===== config.mk =====
export PLATFORM = sky130hd
export DESIGN_NAME = uart_tx_fifo
export DESIGN_NICKNAME = d
export VERILOG_FILES = /design/src/rtl/uart_tx_fifo.sv
export SDC_FILE = /design/constraint.sdc
export NUM_CORES = 1
export LEC_CHECK = 0
export BUFFER_PORTS_ARGS = -buffer_cell sky130_fd_sc_hd__buf_2
export CORE_UTILIZATION = 50
export CTS_CLUSTER_DIAMETER = 50
export CTS_CLUSTER_SIZE = 24
export DETAILED_ROUTE_END_ITERATION = 16
export PLACE_DENSITY = 0.68
export SLEW_MARGIN = 0
export SYNTH_ARGS = -nofsm -noshare
export SYNTH_HDL_FRONTEND = slang
export SYNTH_SLANG_ARGS = --single-unit
export TNS_END_PERCENT = 10

===== constraint.sdc =====
create_clock -name clk -period 3.2 [get_ports clk]
set_input_delay 0.16 -clock clk [delete_from_list [all_inputs] [get_ports clk]]
set_output_delay 0.16 -clock clk [all_outputs]
set_load 0.01 [all_outputs]

===== src/rtl/uart_tx_fifo.sv =====
// rtl/uart_tx_fifo.sv - 8N1 UART transmitter with small byte FIFO; UART_TX_PARITY_EN adds an even parity bit
module uart_tx_fifo #(
    parameter int CLK_PER_BIT = 176,
    parameter int FIFO_DEPTH  = 4,
    parameter int FIFO_AW     = 2
) (
    input  logic               clk,
    input  logic               resetn,
    input  logic [7:0]         tx_data,
    input  logic               tx_valid,
    output logic               tx_ready,
    output logic               uart_txd,
    output logic               tx_busy,
    output logic [FIFO_AW:0]   fifo_count
);

    localparam int CW = (CLK_PER_BIT > 1) ? $clog2(CLK_PER_BIT) : 1;
    localparam logic [CW-1:0]    LAST_CYC = CW'(CLK_PER_BIT - 1);
    localparam logic [FIFO_AW:0] DEPTH    = (FIFO_AW + 1)'(FIFO_DEPTH);

`ifdef UART_TX_PARITY_EN
    typedef enum logic [2:0] {S_IDLE, S_START, S_DATA, S_PARITY, S_STOP} state_t;
`else
    typedef enum logic [2:0] {S_IDLE, S_START, S_DATA, S_STOP} state_t;
`endif

    state_t             r_state, w_state_nxt;
    logic               r_txd, w_txd_nxt;
    logic [7:0]         r_shift, w_shift_nxt;
    logic [CW-1:0]      r_cyc, w_cyc_nxt;
    logic [2:0]         r_bit, w_bit_nxt;
    logic [7:0]         r_mem [FIFO_DEPTH];
    logic [FIFO_AW-1:0] r_wr_ptr, r_rd_ptr;
    logic [FIFO_AW:0]   r_count;
`ifdef UART_TX_PARITY_EN
    logic               r_parity, w_parity_nxt;
`endif

    logic       w_push, w_pop, w_empty, w_last_cyc;
    logic [7:0] w_head;

    assign tx_ready   = (r_count != DEPTH);
    assign w_push     = tx_valid && tx_ready;
    assign w_empty    = (r_count == '0);
    assign w_last_cyc = (r_cyc == LAST_CYC);
    assign w_head     = r_mem[r_rd_ptr];

    assign uart_txd   = r_txd;
    assign fifo_count = r_count;
    assign tx_busy    = (r_state != S_IDLE) || !w_empty;

    // Storage needs no reset: occupancy is tracked solely by the pointers and count.
    always_ff @(posedge clk) begin
        if (w_push) begin
            r_mem[r_wr_ptr] <= tx_data;
        end
    end

    always_ff @(posedge clk or negedge resetn) begin
        if (!resetn) begin
            r_wr_ptr <= '0;
            r_rd_ptr <= '0;
            r_count  <= '0;
        end else begin
            if (w_push) r_wr_ptr <= r_wr_ptr + FIFO_AW'(1);
            if (w_pop)  r_rd_ptr <= r_rd_ptr + FIFO_AW'(1);
            case ({w_push, w_pop})
                2'b10:   r_count <= r_count + (FIFO_AW + 1)'(1);
                2'b01:   r_count <= r_count - (FIFO_AW + 1)'(1);
                default: r_count <= r_count;
            endcase
        end
    end

    always_ff @(posedge clk or negedge resetn) begin
        if (!resetn) begin
            r_state  <= S_IDLE;
            r_txd    <= 1'b1;
            r_shift  <= '0;
            r_cyc    <= '0;
            r_bit    <= '0;
`ifdef UART_TX_PARITY_EN
            r_parity <= 1'b0;
`endif
        end else begin
            r_state  <= w_state_nxt;
            r_txd    <= w_txd_nxt;
            r_shift  <= w_shift_nxt;
            r_cyc    <= w_cyc_nxt;
            r_bit    <= w_bit_nxt;
`ifdef UART_TX_PARITY_EN
            r_parity <= w_parity_nxt;
`endif
        end
    end

    always_comb begin
        w_state_nxt  = r_state;
        w_txd_nxt    = r_txd;
        w_shift_nxt  = r_shift;
        w_cyc_nxt    = w_last_cyc ? '0 : r_cyc + CW'(1);
        w_bit_nxt    = r_bit;
        w_pop        = 1'b0;
`ifdef UART_TX_PARITY_EN
        w_parity_nxt = r_parity;
`endif
        case (r_state)
            S_IDLE: begin
                w_txd_nxt = 1'b1;
                w_cyc_nxt = '0;
                if (!w_empty) begin
                    w_pop       = 1'b1;
                    w_shift_nxt = w_head;
                    w_txd_nxt   = 1'b0;
                    w_state_nxt = S_START;
`ifdef UART_TX_PARITY_EN
                    w_parity_nxt = ^w_head;
`endif
                end
            end
            S_START: begin
                if (w_last_cyc) begin
                    w_txd_nxt   = r_shift[0];
                    w_bit_nxt   = '0;
                    w_state_nxt = S_DATA;
                end
            end
            S_DATA: begin
                if (w_last_cyc) begin
                    if (r_bit == 3'd7) begin
`ifdef UART_TX_PARITY_EN
                        w_txd_nxt   = r_parity;
                        w_state_nxt = S_PARITY;
`else
                        w_txd_nxt   = 1'b1;
                        w_state_nxt = S_STOP;
`endif
                    end else begin
                        w_shift_nxt = {1'b0, r_shift[7:1]};
                        w_txd_nxt   = r_shift[1];
                        w_bit_nxt   = r_bit + 3'd1;
                    end
                end
            end
`ifdef UART_TX_PARITY_EN
            S_PARITY: begin
                if (w_last_cyc) begin
                    w_txd_nxt   = 1'b1;
                    w_state_nxt = S_STOP;
                end
            end
`endif
            S_STOP: begin
                // Popping here rather than via IDLE keeps queued frames gap-free.
                if (w_last_cyc) begin
                    if (!w_empty) begin
                        w_pop       = 1'b1;
                        w_shift_nxt = w_head;
                        w_txd_nxt   = 1'b0;
                        w_state_nxt = S_START;
`ifdef UART_TX_PARITY_EN
                        w_parity_nxt = ^w_head;
`endif
                    end else begin
                        w_state_nxt = S_IDLE;
                    end
                end
            end
            default: begin
                w_state_nxt = S_IDLE;
                w_txd_nxt   = 1'b1;
            end
        endcase
    end

endmodule


; ---- Yosys cells after proc, flatten, opt, wreduce, memory -nomap -nowiden
; Memory sizes are Yosys's and may differ from the RTL's.
; Index checks and enable logic that the tools add are counted.
[op_classes]
addsub = 6
eq_ne = 15
n_mux = 31
reduce_logical = 13
[ops]
columns = cell, n
row1 = 8-bit 2-to-1 mux, 6
row2 = 3-bit 2-to-1 mux, 8
row3 = 8-bit one-hot mux with 3 select lines, 1
row4 = 2-bit != test (second input constant), 7
row5 = 3-bit one-hot mux with 2 select lines, 2
row6 = 3-bit one-hot mux with 4 select lines, 1
row7 = 4-bit AND reduction, 3
row8 = 1-bit 2-to-1 mux, 11
row9 = 8-bit by 1-bit adder with 8-bit output (second input constant), 1
row10 = 8-bit == test (second input constant), 1
row11 = 3-bit by 1-bit adder with 3-bit output (second input constant), 2
row12 = 3-bit by 2-bit == test with 1-bit output (second input constant), 2
row13 = 3-bit zero test, 2
row14 = 3-bit nonzero test, 2
row15 = 5-bit AND reduction, 1
row16 = 2-bit by 1-bit adder with 2-bit output (second input constant), 2
row17 = 1-bit one-hot mux with 4 select lines, 1
row18 = 2-bit nonzero test, 2
row19 = 3-bit by 1-bit == test with 1-bit output (second input constant), 1
row20 = 3-bit == test (second input constant), 1
row21 = 3-bit != test (second input constant), 1
row22 = 3-bit by 1-bit subtractor with 3-bit output (second input constant), 1
row23 = 2-bit by 1-bit == test with 1-bit output (second input constant), 1
row24 = 2-bit == test (second input constant), 1
row25 = 4 further kinds, 4
[totals]
reg_bits = 30
ram_bits = 32
input_bits = 11
output_inout_bits = 6
word_cells = 74
mem_count = 1
[memory_table]
columns = name, depth, width, read_ports, rd_clocked_by_memory_dff, write_ports, line_no
row1 = r_mem, 4, 8, 1, 0, 1, 32  ; logic [7:0] r_mem [FIFO_DEPTH];

; ---- Depth between registers and ports, before layout
[logic_depth]
word_depth = 6
mapped_depth = 11
mapped_depth_nobuf = 10

; ---- Worst setup path after synthesis
; Ideal clock, no wire load.
[synth_timing]
path_kind = register to register
startpoint = register r_cyc[0]
endpoint = register r_count[2] (netlist: fifo_count[2])
arrival_time_ns = 2.197
t_required_ns = 3.121
slack_ns = 0.924
path_stages_with_launch = 11
path_buffers = 0
synth_period_minus_slack_ns = 2.276
cell_sequence = dfrtp_1 ha_1 and4_1 a31oi_1 nor3_1 ha_1 inv_1 fa_1 xor2_1 nor2_1 xor2_1
[synth_between]
elab_chain_len = 5
word_cells_on_any_way = 7
[synth_lines]
columns = item, line_no
row1 = from (decl), 30  ; logic [CW-1:0] r_cyc, w_cyc_nxt;
row2 = from (signal assigned), 89  ; r_cyc <= w_cyc_nxt;
row3 = 8-bit == test *, 45  ; assign w_last_cyc = (r_cyc == LAST_CYC);
row4 = 1-bit 2-to-1 mux *, 155  ; if (w_last_cyc) begin
row5 = 1-bit one-hot mux with 2 select lines *, 107  ; case (r_state)
row6 = named net w_pop, 39  ; logic w_push, w_pop, w_empty, w_last_cyc;
row7 = 2-bit by 1-bit == test with 1-bit output or 2-bit == test (tied branches), 67  ; case ({w_push, w_pop})
row8 = 3-bit one-hot mux with 2 select lines or 2-bit nonzero test (tied branches), --
row9 = to (signal assigned), 68  ; 2'b10: r_count <= r_count + (FIFO_AW + 1)'(1);
row10 = to (signal assigned), 69  ; 2'b01: r_count <= r_count - (FIFO_AW + 1)'(1);
row11 = to (signal assigned), 70  ; default: r_count <= r_count;
row12 = to (decl), 34  ; logic [FIFO_AW:0] r_count;
; Mark *: on every way through the listed nets, which the timed path passes. The rest lies on a longest branch.
; A chain may end at the register's enable or synchronous reset.

; ---- Final worst setup path
; Ends and elaborated chain as after synthesis.

==> results.toml <==
[outcome]
status = "finished clean"

[synth]
synth_cells = 206
ys_seq_area_frac = 0.600
syn_nets = 230
synth_flop_cell = "edfxtp_1"
synth_edf_count = 32
ys_ff_latch = 61
avgSynthCellArea_sq_um = 13.7
synthesis.area_sq_mm = 0.00281
yosys_warnings = 0
ys_async_sr_fraction = 0.475
ys_types = 41

[global_route]
grt_max_degree = 30
grt_overflow_total = 0
grt_usage = 0.185
grt_pass1_wl_mm = 8.03
grt_pass1_vias = 1643
antenna_found_initial = 0

[power]
power_density_mw_per_mm2 = 967
p_total_mw = 3.00
power_frac_clock = 0.185
seqPwrFrac = 0.418
p_int_mw = 1.96
switching_power_mw = 1.05
combPwrFrac = 0.397
p_leak_nw = 1.31
ir_drop_v = 0.000527
switching_share = 0.349

[timing]
fin_crit_sh = 0.784
relSlewSlack = 0.538
period_minus_slack_ns = 2.51
skew_ns = 0.00731
hold_viol_final = 0
setup_viol = 0
hold_ws_ns = 0.0496
worst_pin_slew_ns = 0.692
rsz0062_at_grt = "no"
max_freq_mhz = 398
fin_ws_ns = 0.690
tns_ns = 0
slew_violations = 0

[die]
dieArea_sq_mm = 0.00593
rows = 26
ios = 17
fp.dieH_microns = 77
core_sq_mm = 0.00527
die_w_microns = 77
start_util = 0.534

[worst_hold_path]
min_path_type = "in -> reg"
holdPathStages = 1
holdCritStartpoint = "tx_data[5]"
holdPathEnd = "r_mem[2][5]"

[layout]
antenna_cells = 0
final_cell_mix = "edfxtp_1 (32), dfrtp_1 (28), inv_1 (16), mux2_2 (16), buf_2 (16)"
finalInstanceArea_sq_mm = 0.00311
nets = 251
layout_commonest_cell = "edfxtp_1"
drive_above_1_share = 0.237
syn_to_final_growth_pct = 10.4

[critical_path]
cp_slowest_cell = "dfrtp_1"
path_cells = "ha_1 > and4_1 > a31oi_1 > nor3_1 > ha_1 > inv_1 > fa_1 > xor2_1 > nor2_1 > xor2_1"
r2r_end = "fifo_count[2]"
r2r_slack_ns = 0.69
critPathCaptureType = "flip-flop"
cp.arrival_ns = 2.76
r2r_cells = 10
slowest_delay_ns = 0.38
critPathLaunchType = "flip-flop"
crit_type = "reg -> reg"
critPathMaxFanout = 5
reg2reg_from = "r_cyc[0]"
required_ns = 3.45

[routing]
routed_wl_mm = 4.78
ant_nets = 0
viasPerCell = 5.38
vias = 1625
post_drt_wl_per_cell_microns = 15.8
dr.pass1.iters = 4
drt_iter0_markers = 138
drcViolationCount = 0

[clock_network]
clock_path_buffers = 2
clockRootBuffer = "clkbuf_8"
tritoncts = "done"
cts.sinks = 61
htreeDepth = 3
path_clk_slew_ns = 0.06
cts_hold_buf = 1
clock_latency_ns = 0.33
cts_buffers = 9
cts_setup_buffers = 0
cts-resized-gates = 0

[place]
hpwl_mm = 3.26
io_buffers = 16
dpl_worst_slack_ns = 0.680
dpl-instance-area_sq_mm = 0.00294
routabilityCongestion = 0.754

[run]
cap_violations = 0
-- through the flow --
step / util / cells
after floorplan: - / 206
after global placement: 0.558 / 285
after detailed placement: 0.558 / 285
after CTS: 0.589 / 302
after global routing: 0.589 / 302
final: 0.589 / 302
-- kinds of logic (layout without fill, tap and decap cells) --
kind of cell / after synthesis / count (layout) / share of synthesized area
flip-flops: 61 / 61 / 0.600
AND/OR/NAND/NOR: 42 / 42 / 0.0796
AO/OA/AOI/OAI: 28 / 28 / 0.0672
multiplexers: 27 / 27 / 0.121
buffers and inverters: 23 / 49 / 0.0347
adder cells (fa/ha/maj): 13 / 13 / 0.0605
XOR/XNOR: 12 / 12 / 0.0374
-- metal layers --
| layer | vias up | wire length [microns] | global-route usage |
|---|---|---|---|
| met5 | - | 0 | 0 |
| met4 | 0 | 134 | 0.119 |
| met3 | 11 | 164 | 0.0417 |
| met2 | 34 | 2170 | 0.266 |
| met1 | 800 | 2310 | 0.253 |
| li1 | 780 | - | - |
-- how the worst max path moves through the flow --
stage             start       endpoint  slack [ns]  cells after the start
6_report       r_cyc[0]  fifo_count[2]        0.69                     10
2_1_floorplan  r_cyc[0]  fifo_count[2]        0.92                     10
3_5_place_dp   r_cyc[0]  fifo_count[2]        0.68                     10
5_1_grt        r_cyc[0]  fifo_count[2]        0.50                     10
3_3_place_gp   r_cyc[0]  fifo_count[2]        0.81                     10
4_1_cts        r_cyc[0]  fifo_count[2]        0.68                     10
-- flip-flops by register name, summed over array words and instances (netlist names) --
name	count
r_bit	3
r_state	2
r_mem	32
r_shift	8
uart_txd	1
r_rd_ptr	2
fifo_count	3
r_cyc	8
r_wr_ptr	2
-- cells in the mapped netlist, types with 5 or more instances --
cell type	instances	area [sq um]
edfxtp_1	32	961
dfrtp_1	28	701
inv_1	16	60.1
mux2_2	16	180
ha_1	12	150
nor2_1	10	37.5
a21oi_1	9	45.0
xor2_1	9	78.8
nand2_1	8	30.0
mux2_4	7	105
o22ai_1	7	43.8
and3_1	5	31.3
-- power by group through the flow --
stage	Combinational, mW	Clock, mW	Sequential, mW
after CTS	1.20	0.566	1.26
after detailed placement	1.20	0	1.27
after floorplan	1.01	0	1.20
after global placement	1.17	0	1.26
final	1.19	0.555	1.25
after global routing	1.32	0.606	1.29
-- cell type report --
cell class / count / area, sq um
well taps: 70 / 87.6
multi-input cells: 122 / 1030
flip-flops and latches: 61 / 1690
clock inverters: 3 / 13.8
repair buffers: 17 / 90.1
fillers: 436 / 2160
inverters: 16 / 60.1
clock buffers: 13 / 139
-- worst max-delay path, delay by kind of cell (launching register included) --
family	cells	cell delay, ns
xor gates and xnor gates	2	0.30
adders and majority gates	3	0.82
DFF	1	0.38
AOI/OAI and AO/OA	1	0.14
buffers and inverters	1	0.06
and+or+nand+nor	3	0.74
No activity file was read; power rests on OpenSTA's default activity.
